## src/rtl/f_pc_seq.sv

```systemverilog
// Next-PC sequencer for fetch: arbitrates sequential fetch, branch redirects,
// exception entry and ERET. Optional fetch address check under PCSEQ_ALIGN_CHK_EN.
module f_pc_seq #(
  parameter logic [31:0] PC_BIAS   = 32'h0000_3000,
  parameter logic [31:0] EXC_ENTRY = 32'h0000_4180
) (
  input  logic        clk,
  input  logic        rst,
  input  logic [31:0] pc,
  input  logic        stall_in,
  input  logic        br_req,
  input  logic [31:0] br_target,
  input  logic        exc_req,
  input  logic        eret_req,
  input  logic [31:0] epc,
  output logic [31:0] npc,
  output logic        pc_stall,
  output logic        pend
`ifdef PCSEQ_ALIGN_CHK_EN
  ,
  output logic        fetch_adel
`endif
);

  localparam int unsigned AW = 32;
  localparam logic [AW-1:0] PC_LIMIT = 32'h0000_6FFC;

  typedef enum logic {RUN, HOLD} state_t;

  state_t        state;
  logic [AW-1:0] pend_tgt;
  logic          redirect;

  assign redirect = exc_req | eret_req;

  // Depth-1 redirect buffer; exception/ERET flush anything pending.
  always_ff @(posedge clk or posedge rst) begin
    if (rst) begin
      state    <= RUN;
      pend_tgt <= '0;
    end else if (redirect) begin
      state    <= RUN;
    end else begin
      case (state)
        RUN: begin
          if (br_req && stall_in) begin
            state    <= HOLD;
            pend_tgt <= br_target;
          end
        end
        HOLD: begin
          if (br_req) begin
            pend_tgt <= br_target;
          end else if (!stall_in) begin
            state    <= RUN;
          end
        end
        default: state <= RUN;
      endcase
    end
  end

  assign pend = (state == HOLD);

  // Next-PC priority: exception > ERET > buffered redirect > branch > pc+4.
  always_comb begin
    npc      = pc + AW'(4);
    pc_stall = 1'b0;
    if (rst) begin
      npc = PC_BIAS;
    end else begin
      pc_stall = stall_in & ~exc_req & ~eret_req;
      if (exc_req)                        npc = EXC_ENTRY;
      else if (eret_req)                  npc = epc;
      else if (state == HOLD && !stall_in) npc = pend_tgt;
      else if (br_req)                    npc = br_target;
    end
  end

`ifdef PCSEQ_ALIGN_CHK_EN
  always_comb begin
    fetch_adel = 1'b0;
    if (!rst) begin
      fetch_adel = (pc[1:0] != 2'b00) || (pc < PC_BIAS) || (pc > PC_LIMIT);
    end
  end
`endif

endmodule

```

## config.mk

```make
export PLATFORM = sky130hd
export DESIGN_NAME = f_pc_seq
export DESIGN_NICKNAME = d
export VERILOG_FILES = /design/src/rtl/f_pc_seq.sv
export SDC_FILE = /design/constraint.sdc
export NUM_CORES = 1
export LEC_CHECK = 0
export ABC_AREA = 1
export CORE_UTILIZATION = 48
export CTS_CLUSTER_DIAMETER = 150
export DETAILED_ROUTE_END_ITERATION = 8
export GPL_TIMING_DRIVEN = 0
export PLACE_DENSITY = 0.95
export SLEW_MARGIN = 20
export SYNTH_ARGS = -nofsm -noshare
export SYNTH_HDL_FRONTEND = slang
export SYNTH_SLANG_ARGS = --single-unit
export TNS_END_PERCENT = 30
```

## constraint.sdc

```tcl
create_clock -name clk -period 3.1 [get_ports clk]
set_clock_uncertainty 0.05 [all_clocks]
set_input_delay 0.465 -clock clk [delete_from_list [all_inputs] [get_ports clk]]
set_output_delay 0.465 -clock clk [all_outputs]
set_load 0.01 [all_outputs]
```

=== Yosys cells after proc, flatten, opt, wreduce, memory -nomap -nowiden ===
Index checks and enable logic that the tools add are counted.

* Register bits after elaboration: 33
* Input port bits: 102
* Output and inout bits: 34

* Add/sub/neg operators: 1
* Eq/ne operators: 2
* Mux-type cells: 14
* Bitwise logic cells: 7
* Reduce and logical (&&, ||, !) cells: 4

{| class="wikitable"
|+ Operators by type and width
! cell !! number
|-
| 2-to-1 mux 32 bit || 7
|-
| case mux 32 bit (2 select lines) || 1
|-
| adder 32 x 3 -> 32 bit, second input constant || 1
|-
| 2-to-1 mux 1 bit || 5
|-
| != test 2 bit, second input constant || 2
|-
| inverter 1 bit || 4
|-
| AND reduction 3 bit || 1
|-
| bitwise AND 1 bit || 2
|-
| logical AND 1 bit || 2
|-
| case mux 1 bit (2 select lines) || 1
|-
| zero test 1 bit || 1
|-
| bitwise OR 1 bit || 1
|}

=== Longest topological paths before layout ===
* Depth in word-level cells: 6
* Depth in mapped cells: 11
* Depth with buffers taken out: 11

=== Worst setup path after synthesis ===
No wires, ideal clock.

* Path kind: input to output
* From: input pc[2]
* To: output npc[24]
* Arrival time: 1,513 ps
* Path slack: 1,072 ps
* Stages: 11
* Path buffers: 0
* Cells stage by stage: ha_1 nand2_2 nor2_4 nand2_2 nor2_4 nand2_1 nand2_1 nand3_1 nand2_1 nand2_1 a21oi_1

* Longest elaborated chain between the ends: 6

{| class="wikitable"
|+ RTL lines
! element !! RTL line !! RTL
|-
| from (decl) || 9 || <nowiki>input logic [31:0] pc,</nowiki>
|-
| adder 32 x 3 -> 32 bit || 67 || <nowiki>npc = pc + AW'(4);</nowiki>
|-
| 2-to-1 mux 32 bit || 76 || <nowiki>else if (br_req) npc = br_target;</nowiki>
|-
| 2-to-1 mux 32 bit || 75 || <nowiki>else if (state == HOLD && !stall_in) npc = pend_tgt;</nowiki>
|-
| 2-to-1 mux 32 bit || 74 || <nowiki>else if (eret_req) npc = epc;</nowiki>
|-
| 2-to-1 mux 32 bit || 73 || <nowiki>if (exc_req) npc = EXC_ENTRY;</nowiki>
|-
| 2-to-1 mux 32 bit || 69 || <nowiki>if (rst) begin</nowiki>
|-
| to (decl) || 16 || <nowiki>output logic [31:0] npc,</nowiki>
|}

No other way between the ends.

=== Final worst setup path ===
* From: input eret_req
* To: output pc_stall

* Longest elaborated chain between the ends: 3

{| class="wikitable"
|+ RTL lines
! element !! RTL line !! RTL
|-
| from (decl) || 14 || <nowiki>input logic eret_req,</nowiki>
|-
| inverter 1 bit || 72 || <nowiki>pc_stall = stall_in & ~exc_req & ~eret_req;</nowiki>
|-
| bitwise AND 1 bit || 72 ||
|-
| 2-to-1 mux 1 bit || 69 ||
|-
| to (decl) || 17 || <nowiki>output logic pc_stall,</nowiki>
|}

No other way between the ends.

==> out/qor.yml <==
status: "finished, violations left"
violations: "DRC, setup timing"
ys_seq_elements: 33
cp_num_buf_inv: 4
cp_common_cell: "clkdlybuf4s50_1"
synth_top_area_share: 0.251
criticalPathCategory: "input pin to primary output"
initial_core_util: 0.507
period_needed_ns: 3.15
n_fill_cell: 490
n_antenna_cell: 0
register_area_um2: 826
dominantRegCellSynth: "dfrtp_1"
setup_viol: 2
leakage_nw: 2.38
antenna_found_initial: 0
fin_ws_ns: -0.0471
crit_path_max_incr_delay_ns: 0.56
critPathTopFamily: "buffers and inverters"
synth_edf_count: 0
post-route-util: 0.761
synth_top_area_cell: "dfrtp_1"
coreArea_um2: 6490
synth_xor_area_frac: 0.0346
ff2ff_setup_slack_ns: 1.36
synthSimpleGateAreaFrac: 0.362
yosysWarnings: 0
drv_slew: 0
final_layout_size_suffix_gt1_frac: 0.133
hpwl_um: 9300
place_ws_ns: -0.249
cts.clk_slew.worst_paths_ns: 0.07
muxShareOfSynthArea: 0.0410
syn_inst: 539
async_flop_share: 1.00
io_pins: 136
rr_worst_depth: 4
synth_most_common_cell: "nand2_1"
critPathArrivalTime_ns: 2.63
cts_hold_buffers: 0
yosysUniqueCellTypes: 30
synth_commonest_cells: "nand2_1, inv_1, a21oi_1"
maxCapViolations: 0
drtIter0Drc: 332
critical-path-slowest-cell: "clkdlybuf4s50_1"
synth_top_family_by_area: "simple AND/OR/NAND/NOR gates"
grt_use_total: 0.355
clk-insertion-delay-late_ns: 0.29
finalPower_mw: 1.59
vias: 4354
period_share: 1.02
cts_made_buffers: 5
syn_nets: 642
multiInputGateArea_um2: 2190
ant_nets: 0
timing.hold.ws_ns: 0.436
endpoint: "pc_stall"
cts_max_level: 2
tritoncts: "built"
grt_overflow_total: 0
rows: 29
die_h_um: 84.8
die_w_um: 84.8
syn_area_um2: 3290
dieArea_um2: 7190
worstPathRequired_ns: 2.58
cts-root-buf: "clkbuf_8"
area_growth_pct: 50.2
io_buffers: 134
crit_start: "eret_req"
netlist_top_cells_area: "dfrtp_1, nand2_1, a21oi_1, o21ai_0, inv_1"
startpoint_type: "input pin"
first_global_vias: 4216
avgSynthCellArea_um2: 6.11
path_cells: "clkdlybuf4s50_1 -> inv_1 -> clkbuf_1 -> nand2_1 -> nor2_1 -> clkdlybuf4s50_1"
max_slew_margin: 0.469
fmax_mhz: 318
r2r_end: "pend_tgt[23]$_DFFE_PP0P_"
path_max_fanout: 10
synthAdderAreaFrac: 0.00380
grt_pass1_wl_um: 20000
power_density_nw_per_um2: 321
vias_per_cell: 5.74
rsz0062_at_grt: "yes"
layout.cells.non_filler: 759
hold_viol: 0
end_kind: "primary output"
remaining_drc_errors: 8
r2r-start: "pend$_DFF_PP0_"
synth_compound_area_frac: 0.207
nets: 784
firstDrtPassIters: 9
place_inst: 750
hold_class: "flop to flop"
cp.depth: 6
yosysSeqAreaShare: 0.251
tightest_slew_ns: 0.795
post_drt_wl_per_cell_um: 16.4
cts_sinks: 33
clock_path_buffers: 2
grt_max_degree: 36
ir_worst_vdd_v: 0.000260
place.gp.congestion: 0.929
wirelength_um: 12400
worst min path at each step:
| stage | start | end | slack, ns | depth (start not counted) |
|---|---|---|---|---|
| final | pend_tgt[0]$_DFFE_PP0P_ | pend_tgt[0]$_DFFE_PP0P_ | 0.44 | 2 |
| after global routing | pend_tgt[0]$_DFFE_PP0P_ | pend_tgt[0]$_DFFE_PP0P_ | 0.48 | 2 |
| after CTS | pend_tgt[0]$_DFFE_PP0P_ | pend_tgt[0]$_DFFE_PP0P_ | 0.44 | 2 |
| after detailed placement | pend_tgt[0]$_DFFE_PP0P_ | pend_tgt[0]$_DFFE_PP0P_ | 0.42 | 2 |
| after global placement | pend_tgt[4]$_DFFE_PP0P_ | pend_tgt[4]$_DFFE_PP0P_ | 0.41 | 2 |
| after floorplan | pend_tgt[0]$_DFFE_PP0P_ | pend_tgt[0]$_DFFE_PP0P_ | 0.40 | 2 |
placed cells by master, fill, tap and decap left out, types with 2 or more instances in the layout:
| cell | instances |
|---|---|
| inv_1 | 55 |
| o21ai_0 | 52 |
| and2_1 | 2 |
| nand3_1 | 35 |
| nand2_2 | 9 |
| xnor2_1 | 5 |
| nor2_1 | 39 |
| clkbuf_4 | 2 |
| a21oi_2 | 6 |
| nand2_4 | 2 |
| buf_2 | 9 |
| or2_2 | 4 |
| clkbuf_1 | 8 |
| o211ai_1 | 5 |
| o21bai_1 | 4 |
| bufinv_16 | 2 |
| clkdlybuf4s50_1 | 108 |
| dfrtp_1 | 33 |
| clkbuf_8 | 5 |
| mux2_2 | 12 |
| dlymetal6s2s_1 | 9 |
| xor2_1 | 7 |
| clkbuf_2 | 6 |
| a21oi_1 | 53 |
| nand2_1 | 154 |
| nor2_4 | 9 |
| nor2_2 | 14 |
| inv_2 | 4 |
| dlygate4sd2_1 | 17 |
stage by stage:
step | area, µm² | setup TNS [ns]
after floorplan | 3290 | 0
after global placement | 4730 | -2.67
after detailed placement | 4730 | -3.10
after CTS | 4880 | -0.0943
after global routing | 4940 | -0.809
final | 4940 | -0.0550
worst reg2reg max path, cell delays in order (launching register included):
cell      delay (ns)
dfrtp_1         0.44
o211ai_2        0.41
buf_2           0.35
buf_2           0.28
a21oi_1         0.10
timing repair:
item,in CTS,in global routing
endpoints found under the setup margin,25,26
setup buffers,0,1
pin swaps,2,3
hold endpoints to repair,0,0
gates resized for setup,28,29
routing by layer:
metal | track usage | vias to the layer above | wire (µm)
met4 | 0.202 | 0 | 581
met5 | 0 | - | 0
li1 | - | 2018 | -
met1 | 0.433 | 1959 | 4790
met2 | 0.588 | 321 | 5730
met3 | 0.0700 | 56 | 1330
sequential cells by signal (all words and copies together), names as in the netlist:
register and flops:
pend 1, pend_tgt 32
cell type report:
class | instances | area share
plain buffers | 26 | 0.0251
clock buffers | 5 | 0.0139
clock inverters | 3 | 0.0132
inverters | 59 | 0.0448
multi-input cells | 421 | 0.444
flip-flops and latches | 33 | 0.167
well taps | 77 | 0.0195
repair buffers | 135 | 0.273
cell families after synthesis:
group           after synthesis
flops                        33
compound gates              124
xor+xnor                     13
simple gates                271
buf+inv                      85
fa+ha+maj                     1
mux                          12
where the power goes:
| group | internal (mW) | switching (mW) |
|---|---|---|
| Clock | 0.320 | 0.181 |
| Sequential | 0.517 | 0.0404 |
| Combinational | 0.260 | 0.271 |
| Total | 1.10 | 0.493 |
(Power assumes the default switching activity.)
